File: config.mk
export PLATFORM = sky130hd
export DESIGN_NAME = sha1_msg_padder
export DESIGN_NICKNAME = d
export VERILOG_FILES = /design/src/rtl/sha1_pkg.sv /design/src/rtl/sha1_pad_pack.sv /design/src/rtl/sha1_msg_padder.sv
export SDC_FILE = /design/constraint.sdc
export NUM_CORES = 2
export LEC_CHECK = 0
export ABC_AREA = 1
export BUFFER_PORTS_ARGS = -buffer_cell sky130_fd_sc_hd__buf_2
export CAP_MARGIN = 0
export CORE_AREA = 3 3 531 533
export DETAILED_ROUTE_END_ITERATION = 12
export DIE_AREA = 0 0 534 536
export PLACE_DENSITY = 0.52
export SYNTH_ARGS = -nofsm -noshare
export SYNTH_HDL_FRONTEND = slang
export SYNTH_SLANG_ARGS = --single-unit
File: constraint.sdc
create_clock -name clk -period 2.44 [get_ports clk]
set_clock_uncertainty 0.15 [all_clocks]
set_input_delay 0.366 -clock clk [delete_from_list [all_inputs] [get_ports clk]]
set_output_delay 0.366 -clock clk [all_outputs]
set_load 0.02 [all_outputs]
File: src/rtl/sha1_pkg.sv
// rtl/sha1_pkg.sv - shared SHA-1 constants, FSM encoding and byte packing helper
package sha1_pkg;

    localparam logic [31:0] H0 = 32'h67452301;
    localparam logic [31:0] H1 = 32'hEFCDAB89;
    localparam logic [31:0] H2 = 32'h98BADCFE;
    localparam logic [31:0] H3 = 32'h10325476;
    localparam logic [31:0] H4 = 32'hC3D2E1F0;

    localparam int BLOCK_BITS     = 512;
    localparam int MIN_MSG_BYTES  = 56;
    localparam int MAX_MSG_BYTES  = 119;
    localparam int LEN_FIELD_BYTE = 120;
    localparam int BUF_BYTES      = 128;

    localparam logic [2:0] ST_IDLE    = 3'd0;
    localparam logic [2:0] ST_COLLECT = 3'd1;
    localparam logic [2:0] ST_DRAIN   = 3'd2;
    localparam logic [2:0] ST_PAD     = 3'd3;
    localparam logic [2:0] ST_START   = 3'd4;
    localparam logic [2:0] ST_WAIT    = 3'd5;
    localparam logic [2:0] ST_OUT     = 3'd6;

    // Lowest bit of padded byte k in the core's two-block word; first byte of a word is its MSB.
    function automatic int byte_bit_lo(input int k);
        return BLOCK_BITS * (k / 64) + 32 * ((k % 64) / 4) + 8 * (3 - (k % 4));
    endfunction

endpackage

File: src/rtl/sha1_pad_pack.sv
// rtl/sha1_pad_pack.sv - combinational FIPS 180-4 two-block padding and packing
module sha1_pad_pack
    import sha1_pkg::*;
(
    input  logic [8*BUF_BYTES-1:0] buf_i,
    input  logic [6:0]             len_i,
    output logic [8*BUF_BYTES-1:0] data_o
);

    logic [63:0] bit_len;
    logic [7:0]  pad_byte;

    assign bit_len = {54'd0, len_i, 3'd0};

    always_comb begin
        data_o   = '0;
        pad_byte = '0;
        for (int k = 0; k < BUF_BYTES; k++) begin
            if (k < int'(len_i)) begin
                pad_byte = buf_i[8*k +: 8];
            end else if (k == int'(len_i)) begin
                pad_byte = 8'h80;
            end else begin
                pad_byte = 8'h00;
            end
            // Trailing 8 bytes carry the big-endian message bit length.
            if (k >= LEN_FIELD_BYTE) begin
                pad_byte = bit_len[8*((BUF_BYTES-1-k) % 8) +: 8];
            end
            data_o[byte_bit_lo(k) +: 8] = pad_byte;
        end
    end

endmodule

File: src/rtl/sha1_msg_padder.sv
// rtl/sha1_msg_padder.sv - byte-stream front end feeding the two-block SHA-1 core
module sha1_msg_padder
    import sha1_pkg::*;
#(
    parameter int RESTART_CYCLES = 16,
    parameter int MIN_BYTES      = 56,
    parameter int MAX_BYTES      = 119
) (
    input  logic          clk,
    input  logic          rst_n,
    input  logic          s_valid,
    output logic          s_ready,
    input  logic [7:0]    s_data,
    input  logic          s_last,
    output logic [1023:0] data_out,
    output logic          restart,
    input  logic          sha_ready,
    input  logic          sha_valid,
    input  logic [159:0]  hash_in,
    output logic          m_valid,
    input  logic          m_ready,
    output logic [159:0]  m_hash,
    output logic          err
);

    localparam int             RW       = $clog2(RESTART_CYCLES + 1);
    localparam logic [RW-1:0]  RST_LOAD = RW'(RESTART_CYCLES - 1);

    logic [2:0]    state_q, state_d;
    logic [6:0]    cnt_q, cnt_d;
    logic [1023:0] buf_q, buf_d;
    logic [1023:0] data_out_q, data_out_d;
    logic [1023:0] padded;
    logic          restart_q, restart_d;
    logic [RW-1:0] rcnt_q, rcnt_d;
    logic          m_valid_q, m_valid_d;
    logic [159:0]  m_hash_q, m_hash_d;
    logic          err_q, err_d;
    logic          accept;

    assign s_ready  = (state_q == ST_COLLECT) || (state_q == ST_DRAIN);
    assign accept   = s_valid && s_ready;
    assign data_out = data_out_q;
    assign restart  = restart_q;
    assign m_valid  = m_valid_q;
    assign m_hash   = m_hash_q;
    assign err      = err_q;

    sha1_pad_pack u_pad_pack (
        .buf_i  (buf_q),
        .len_i  (cnt_q),
        .data_o (padded)
    );

    always_comb begin
        state_d    = state_q;
        cnt_d      = cnt_q;
        buf_d      = buf_q;
        data_out_d = data_out_q;
        restart_d  = restart_q;
        rcnt_d     = rcnt_q;
        m_valid_d  = m_valid_q;
        m_hash_d   = m_hash_q;
        err_d      = 1'b0;
        case (state_q)
            ST_IDLE: begin
                buf_d   = '0;
                cnt_d   = '0;
                state_d = ST_COLLECT;
            end
            ST_COLLECT: begin
                if (accept) begin
                    buf_d[{cnt_q, 3'b000} +: 8] = s_data;
                    cnt_d = cnt_q + 7'd1;
                    // A byte beyond the longest legal message is an error even when it is the last.
                    if (cnt_q >= 7'(MAX_BYTES)) begin
                        err_d   = 1'b1;
                        state_d = s_last ? ST_IDLE : ST_DRAIN;
                    end else if (s_last) begin
                        if (cnt_q < 7'(MIN_BYTES - 1)) begin
                            err_d   = 1'b1;
                            state_d = ST_IDLE;
                        end else begin
                            state_d = ST_PAD;
                        end
                    end
                end
            end
            ST_DRAIN: begin
                if (accept && s_last) begin
                    state_d = ST_IDLE;
                end
            end
            ST_PAD: begin
                data_out_d = padded;
                state_d    = ST_START;
            end
            ST_START: begin
                if (!restart_q) begin
                    if (sha_ready) begin
                        restart_d = 1'b1;
                        rcnt_d    = RST_LOAD;
                    end
                end else if (rcnt_q == '0) begin
                    restart_d = 1'b0;
                    state_d   = ST_WAIT;
                end else begin
                    rcnt_d = rcnt_q - RW'(1);
                end
            end
            ST_WAIT: begin
                if (sha_valid) begin
                    m_hash_d  = hash_in;
                    m_valid_d = 1'b1;
                    state_d   = ST_OUT;
                end
            end
            ST_OUT: begin
                if (m_ready) begin
                    m_valid_d = 1'b0;
                    state_d   = ST_IDLE;
                end
            end
            default: state_d = ST_IDLE;
        endcase
    end

    always_ff @(posedge clk) begin
        if (!rst_n) begin
            state_q    <= ST_IDLE;
            cnt_q      <= '0;
            buf_q      <= '0;
            data_out_q <= '0;
            restart_q  <= 1'b0;
            rcnt_q     <= '0;
            m_valid_q  <= 1'b0;
            m_hash_q   <= '0;
            err_q      <= 1'b0;
        end else begin
            state_q    <= state_d;
            cnt_q      <= cnt_d;
            buf_q      <= buf_d;
            data_out_q <= data_out_d;
            restart_q  <= restart_d;
            rcnt_q     <= rcnt_d;
            m_valid_q  <= m_valid_d;
            m_hash_q   <= m_hash_d;
            err_q      <= err_d;
        end
    end

endmodule

### Yosys cells after proc, flatten, opt, wreduce, memory -nomap -nowiden

Cells that the tools add are included.

* add/sub/neg operators: 3
* magnitude comparators: 122
* eq/ne operators: 133
* shifts and indexed selects: 2
* muxes and demuxes: 268
* reduce and logical (&&, ||, !) cells: 15

Operators by type and width (count)
* 1024-bit case mux with 2 select lines: 1
* 8-bit two-way mux: 240
* 1024-bit bitwise mux: 1
* 1024-bit two-way mux: 1
* 8-bit by 12-bit variable shift with 1024-bit output (first input constant): 1
* 8-bit by 12-bit variable part select with 1024-bit output: 1
* 7-bit == test (first input constant): 64
* 7-bit < comparator (first input constant): 56
* 6-bit by 7-bit == test with 1-bit output (first input constant): 32
* 6-bit by 7-bit < comparator with 1-bit output (first input constant): 32
* 5-bit by 7-bit == test with 1-bit output (first input constant): 16
* 5-bit by 7-bit < comparator with 1-bit output (first input constant): 16
* 4-bit by 7-bit < comparator with 1-bit output (first input constant): 8
* 4-bit by 7-bit == test with 1-bit output (first input constant): 4
* 3-bit by 7-bit < comparator with 1-bit output (first input constant): 4
* 3-bit two-way mux: 8
* 3-bit case mux with 7 select lines: 1
* 5-bit two-way mux: 3
* 3-bit by 7-bit == test with 1-bit output (first input constant): 2
* 1-bit by 7-bit < comparator with 1-bit output (first input constant): 2
* 2-bit by 7-bit < comparator with 1-bit output (first input constant): 2
* 7-bit case mux with 2 select lines: 1
* 2-bit != test (second input constant): 6
* 10-bit negator with 12-bit output: 1
* 23 further kinds: 40

* register bits: 2169
* bits of input ports: 175
* output and inout bits: 1188
* logic and storage cells: 552

### Logic depth before layout (Yosys ltp)

* depth in word-level cells: 6
* gate-level depth with buffers: 17
* mapped depth without buffers: 15

### Modules after synthesis

From an unflattened synthesis, not the netlist that was laid out.

* cells, all modules: 13391
* area total of the unflattened synthesis: 92811.5 um^2

By module, submodules not included
* sha1_msg_padder: times used 1, cells an instance 11007, area an instance 83243.6 um^2, seq. area each 44562.7 um^2
* sha1_pad_pack: times used 1, cells an instance 2384, area an instance 9567.9 um^2, seq. area each 0.0 um^2

### Worst setup path before layout

Ideal clock, no wire load.

* path kind: register to register
* start point: register cnt_q[1]
* end point: register buf_q[884]
* library setup time: 70 ps
* data arrival time: 2403 ps
* data required time: 2220 ps
* slack: -183 ps
* cell stages (with the launch flop): 13
* path buffers: 2
* period minus slack after synthesis: 2623 ps
* path through: dfxtp_1 -> buf_2 -> inv_1 -> ha_1 -> buf_2 -> clkinv_1 -> nor2_1 -> nand2_1 -> nor2_1 -> inv_1 -> nor3_1 -> nand2_1 -> a21oi_1

* longest elaborated chain between the ends: 5
* elaborated cells between the ends (all ways): 6
* classes of those cells: add/sub (1); shift (2); mux (3)

RTL lines
* start: declaration: line sha1_msg_padder.sv:30 `logic [6:0] cnt_q, cnt_d;`
* start signal: assignment: line sha1_msg_padder.sv:141 `cnt_q <= cnt_d;`
* 10-bit negator with 12-bit output *: line sha1_msg_padder.sv:73 `buf_d[{cnt_q, 3'b000} +: 8] = s_data;`
* 8-bit by 12-bit variable part select with 1024-bit output / 8-bit by 12-bit variable shift with 1024-bit output (equally long branches): line sha1_msg_padder.sv:73
* 1024-bit bitwise mux *: line sha1_msg_padder.sv:73
* 1024-bit two-way mux *: line sha1_msg_padder.sv:72 `if (accept) begin`
* 1024-bit case mux with 2 select lines *: line sha1_msg_padder.sv:65 `case (state_q)`
* end signal: assignment: line sha1_msg_padder.sv:142 `buf_q <= buf_d;`
* end: declaration: line sha1_msg_padder.sv:31 `logic [1023:0] buf_q, buf_d;`

Mark *: on every way between the ends. The rest lies on a longest branch, timed or not. The select of a mux whose other input is x is not followed.
A chain may end at the register's enable or synchronous reset.

### Final worst setup path

* start point: register cnt_q[0]
* end point: register buf_q[955]

The elaborated chain is that of the path after synthesis.

==> reports/summary.txt <==
Cell Area, Placed -> 101,000 um2
CTS tree -> built
Status -> complete, but fails checks
Yosys top cell area share -> 51.8%
Final WL -> 505 mm
Vias -> 88,100
Failing checks -> setup timing
Area of the multi-input gates -> 38,600 um2
Syn Inst Count -> 10,900
Worst-path fanout max -> 8
Crit path kind -> register to register
Wire length per cell -> 29.3 um
FFs w/ async S/R, synth -> 0%
Dpl cells -> 16,500
Register area -> 42,200 um2
First-pass DRT Iterations -> 6
EDFF count, synth -> 0
PortBufs -> 1,305
Final Setup Violations -> 239
Clock Path Buffers -> 4
Met3 wire len -> 49.2 mm
Startpoint Class -> register
Crit. End Element -> register
Synth warnings -> 0
Cell taking the most area after synthesis -> dfxtp_1
VDD IR max -> 778 uV
Post-Syn Area -> 81,300 um2
Min cycle time layout -> 2.57 ns
Final Hold Fails -> 0
Average size of a mapped cell -> 7.44 um2
Unrepaired setup endpoints after global routing -> true
Cts bufs inserted -> 235
PwrDens -> 901 nW/um2
Max_cap viols -> 0
# rows -> 193
Fill cells -> 28,800
Slew margin rel. -> 40.2%
CTS clk-pin slew, worst paths -> 0.07 ns
Final period utilization -> 105%
Area growth from synthesis to layout -> 44.4%
Finished Layout Cells -> 17,200
Hold Crit Class -> input pin to register
Crit-path slowest cell -> dfxtp_4
Vias in the first global route -> 80,200
Highest Signal Layer -> met5
Max incr delay on CP -> 0.37 ns
Drt via density -> 5.11
Detail Placement HPWL -> 399 mm
Unique masters post-synth -> 46
Fin area -> 117,000 um2
Setup slack after layout -> -0.129 ns
Remaining antenna violation count -> 0
Sequential share of the synthesized area -> 51.8%
Remaining DRCs -> 0
IO Count -> 1,363
First-pass GRT wire length -> 671 mm
Slew Limit Fails -> 0
Critical Path RT -> 3.14 ns
Worst EP arrival -> 3.27 ns
Layout net count -> 13,500
Internal reg-to-reg setup slack -> -0.13 ns
GPL Wtd Cong -> 1.04
Flops & latches, synth -> 2,105
Fraction of layout cells with a size suffix above 1 -> 29.7%
M1 WL -> 206 mm
FMAX -> 0.389 GHz
Synth area leaders -> dfxtp_1 52%, nand2_1 15%, a21oi_1 13%
Clock latency on the worst-skew pair -> 0.96 ns
Pleak -> 0.0467 uW
Core ar. -> 277,000 um2
Overall power -> 106,000 uW
Met2 Wirelength -> 219 mm
Initial antenna violation count -> 37
Die ar. -> 286,000 um2
Overflow after GRT -> 0
Total GRT Usage -> 33.4%
Dominant synthesized flop cell -> dfxtp_1
Crit-path cells -> inv_4 > ha_4 > nand2_4 > nor2_4 > nand2_4 > buf_6 > nand2_8 > nand2_8 > nor2_4 > buf_6 > clkbuf_16 > nand2_4 > nor2_4 > buf_12 > nand2_1 > a21oi_1
Number of DRC markers in iteration 0 -> 9,579
Die width -> 534 um
Initial Util -> 29.3%
Clk root buf -> clkbuf_16
Max H-tree Level -> 4
Largest net degree at the start of global routing -> 148
Height of the die -> 536 um
Slew @ Worst Pin -> 0.887 ns
CTS Sinks -> 2,105
cells by family (layout without fill, tap and decap cells):
kind of cell | count (synthesis) | count (layout) | share of synthesized area (%)
AO/OA/AOI/OAI | 3005 | 3005 | 18.9
adder cells (fa/ha/maj) | 8 | 8 | 0.123
buffers and inverters | 1156 | 3683 | 5.82
flip-flops | 2105 | 2105 | 51.8
other | 1 | 67 | 0.00461
AND/OR/NAND/NOR | 4653 | 4655 | 23.3
sequential cells by signal, summed over array words and instances, names as in the netlist:
| name | cells |
|---|---|
| data_out | 967 |
| buf_q | 960 |
| m_hash | 160 |
| cnt_q | 7 |
| rcnt_q | 5 |
| state_q | 3 |
| err | 1 |
| m_valid | 1 |
| restart | 1 |
layout by cell type, fill, tap and decap left out, types with 16 or more instances in the layout:
master         instances
buf_2               1303
nand2_1             2984
clkbuf_16            245
nand3_4               26
o21ai_0              784
a21oi_1             1951
o21ai_1               25
nand4_1               50
inv_2                 43
nand2_2              211
buf_6                150
nand3_1              404
inv_1                359
nor2_2               176
dfxtp_1             2096
clkinvlp_4            17
nand2_4              104
conb_1                57
nor3_1                19
clkbuf_1              40
a31oi_1               19
nand3_2               52
bufinv_16             30
clkinv_2              47
buf_12               215
nor2_1               398
dlygate4sd3_1        179
o211ai_1              70
nor3_2                16
buf_4                949
clkbuf_8              48
a21oi_2              115
nor2_4               153
worst paths after layout:
| check | startpoint | to | depth (start not counted) |
|---|---|---|---|
| hold / removal | hash_in[151] | m_hash[151] | 4 |
| setup / recovery | cnt_q[0] | buf_q[955] | 16 |
| hold reg to reg | m_hash[33] | m_hash[33] | 2 |
| setup reg to reg | cnt_q[0] | buf_q[955] | 16 |
what timing repair did:
item | in CTS | in global routing
hold buffers | 180 | 0
cloned | 5 | 10
hold endpoints to repair | 432 | 0
endpoints found under the setup margin | 1130 | 1121
buffers inserted | 43 | 67
pin swaps | 51 | 174
resized for setup | 525 | 782
per-layer routing:
metal  track usage (%)  up-vias
met1              43.4    42400
met5                 0        -
met3              8.77      814
met4              16.4        8
met2              51.1     4052
li1                  -    40800
per-stage QoR:
| step | hold WS [ns] | util, % | setup WS (ns) | TNS [ns] |
|---|---|---|---|---|
| global route | 0.129 | 42.4 | -0.191 | -51.14 |
| floorplan | 0.287 | - | 0.00659 | 0 |
| detailed placement | 0.281 | 36.6 | -0.396 | -213.77 |
| global placement | 0.279 | 36.6 | -0.390 | -202.41 |
| finish | 0.102 | 42.4 | -0.129 | -11.42 |
| CTS | 0.00953 | 41.0 | -0.0601 | -2.30 |
final cells by class:
class | instances | area share [%]
diodes | 10 | 0.0213
clock buffers | 324 | 5.72
clock inverters | 106 | 1.31
inverters | 432 | 1.47
multi-input cells | 7725 | 32.9
flip-flops and latches | 2105 | 35.9
well taps | 3705 | 3.95
repair buffers | 2821 | 18.7
critical path: cells and delay by family (launching register included):
family | cells | cell delay, ns
buffers and inverters | 5 | 0.70
AOI/OAI and AO/OA | 1 | 0.15
adders and majority gates | 1 | 0.16
DFF | 1 | 0.37
and+or+nand+nor | 9 | 0.96
where the power goes:
part | internal (uW) | switching, uW
registers | 36200 | 1180
logic | 8510 | 21400
clock network | 22500 | 16000
cell usage after synthesis (2+ instances only):
master / n
a211oi_1: 2
a21oi_1: 2062
a21oi_2: 5
a22oi_1: 8
a31oi_1: 19
a32oi_1: 3
buf_1: 37
buf_2: 73
buf_4: 68
buf_6: 5
clkbuf_1: 541
clkinv_1: 8
clkinv_2: 2
dfxtp_1: 2105
ha_1: 8
inv_1: 394
inv_2: 27
nand2_1: 3295
nand2_2: 13
nand2_4: 4
nand3_1: 481
nand3b_1: 3
nand4_1: 50
nor2_1: 600
nor2_2: 110
nor2_4: 17
nor2_8: 2
nor3_1: 34
nor3_2: 8
nor4_1: 23
nor4_2: 11
o2111ai_1: 2
o211ai_1: 70
o21ai_0: 805
o21ai_1: 11
o21ai_2: 2
o221ai_1: 2
o31ai_1: 10
(Power assumes the default switching activity.)
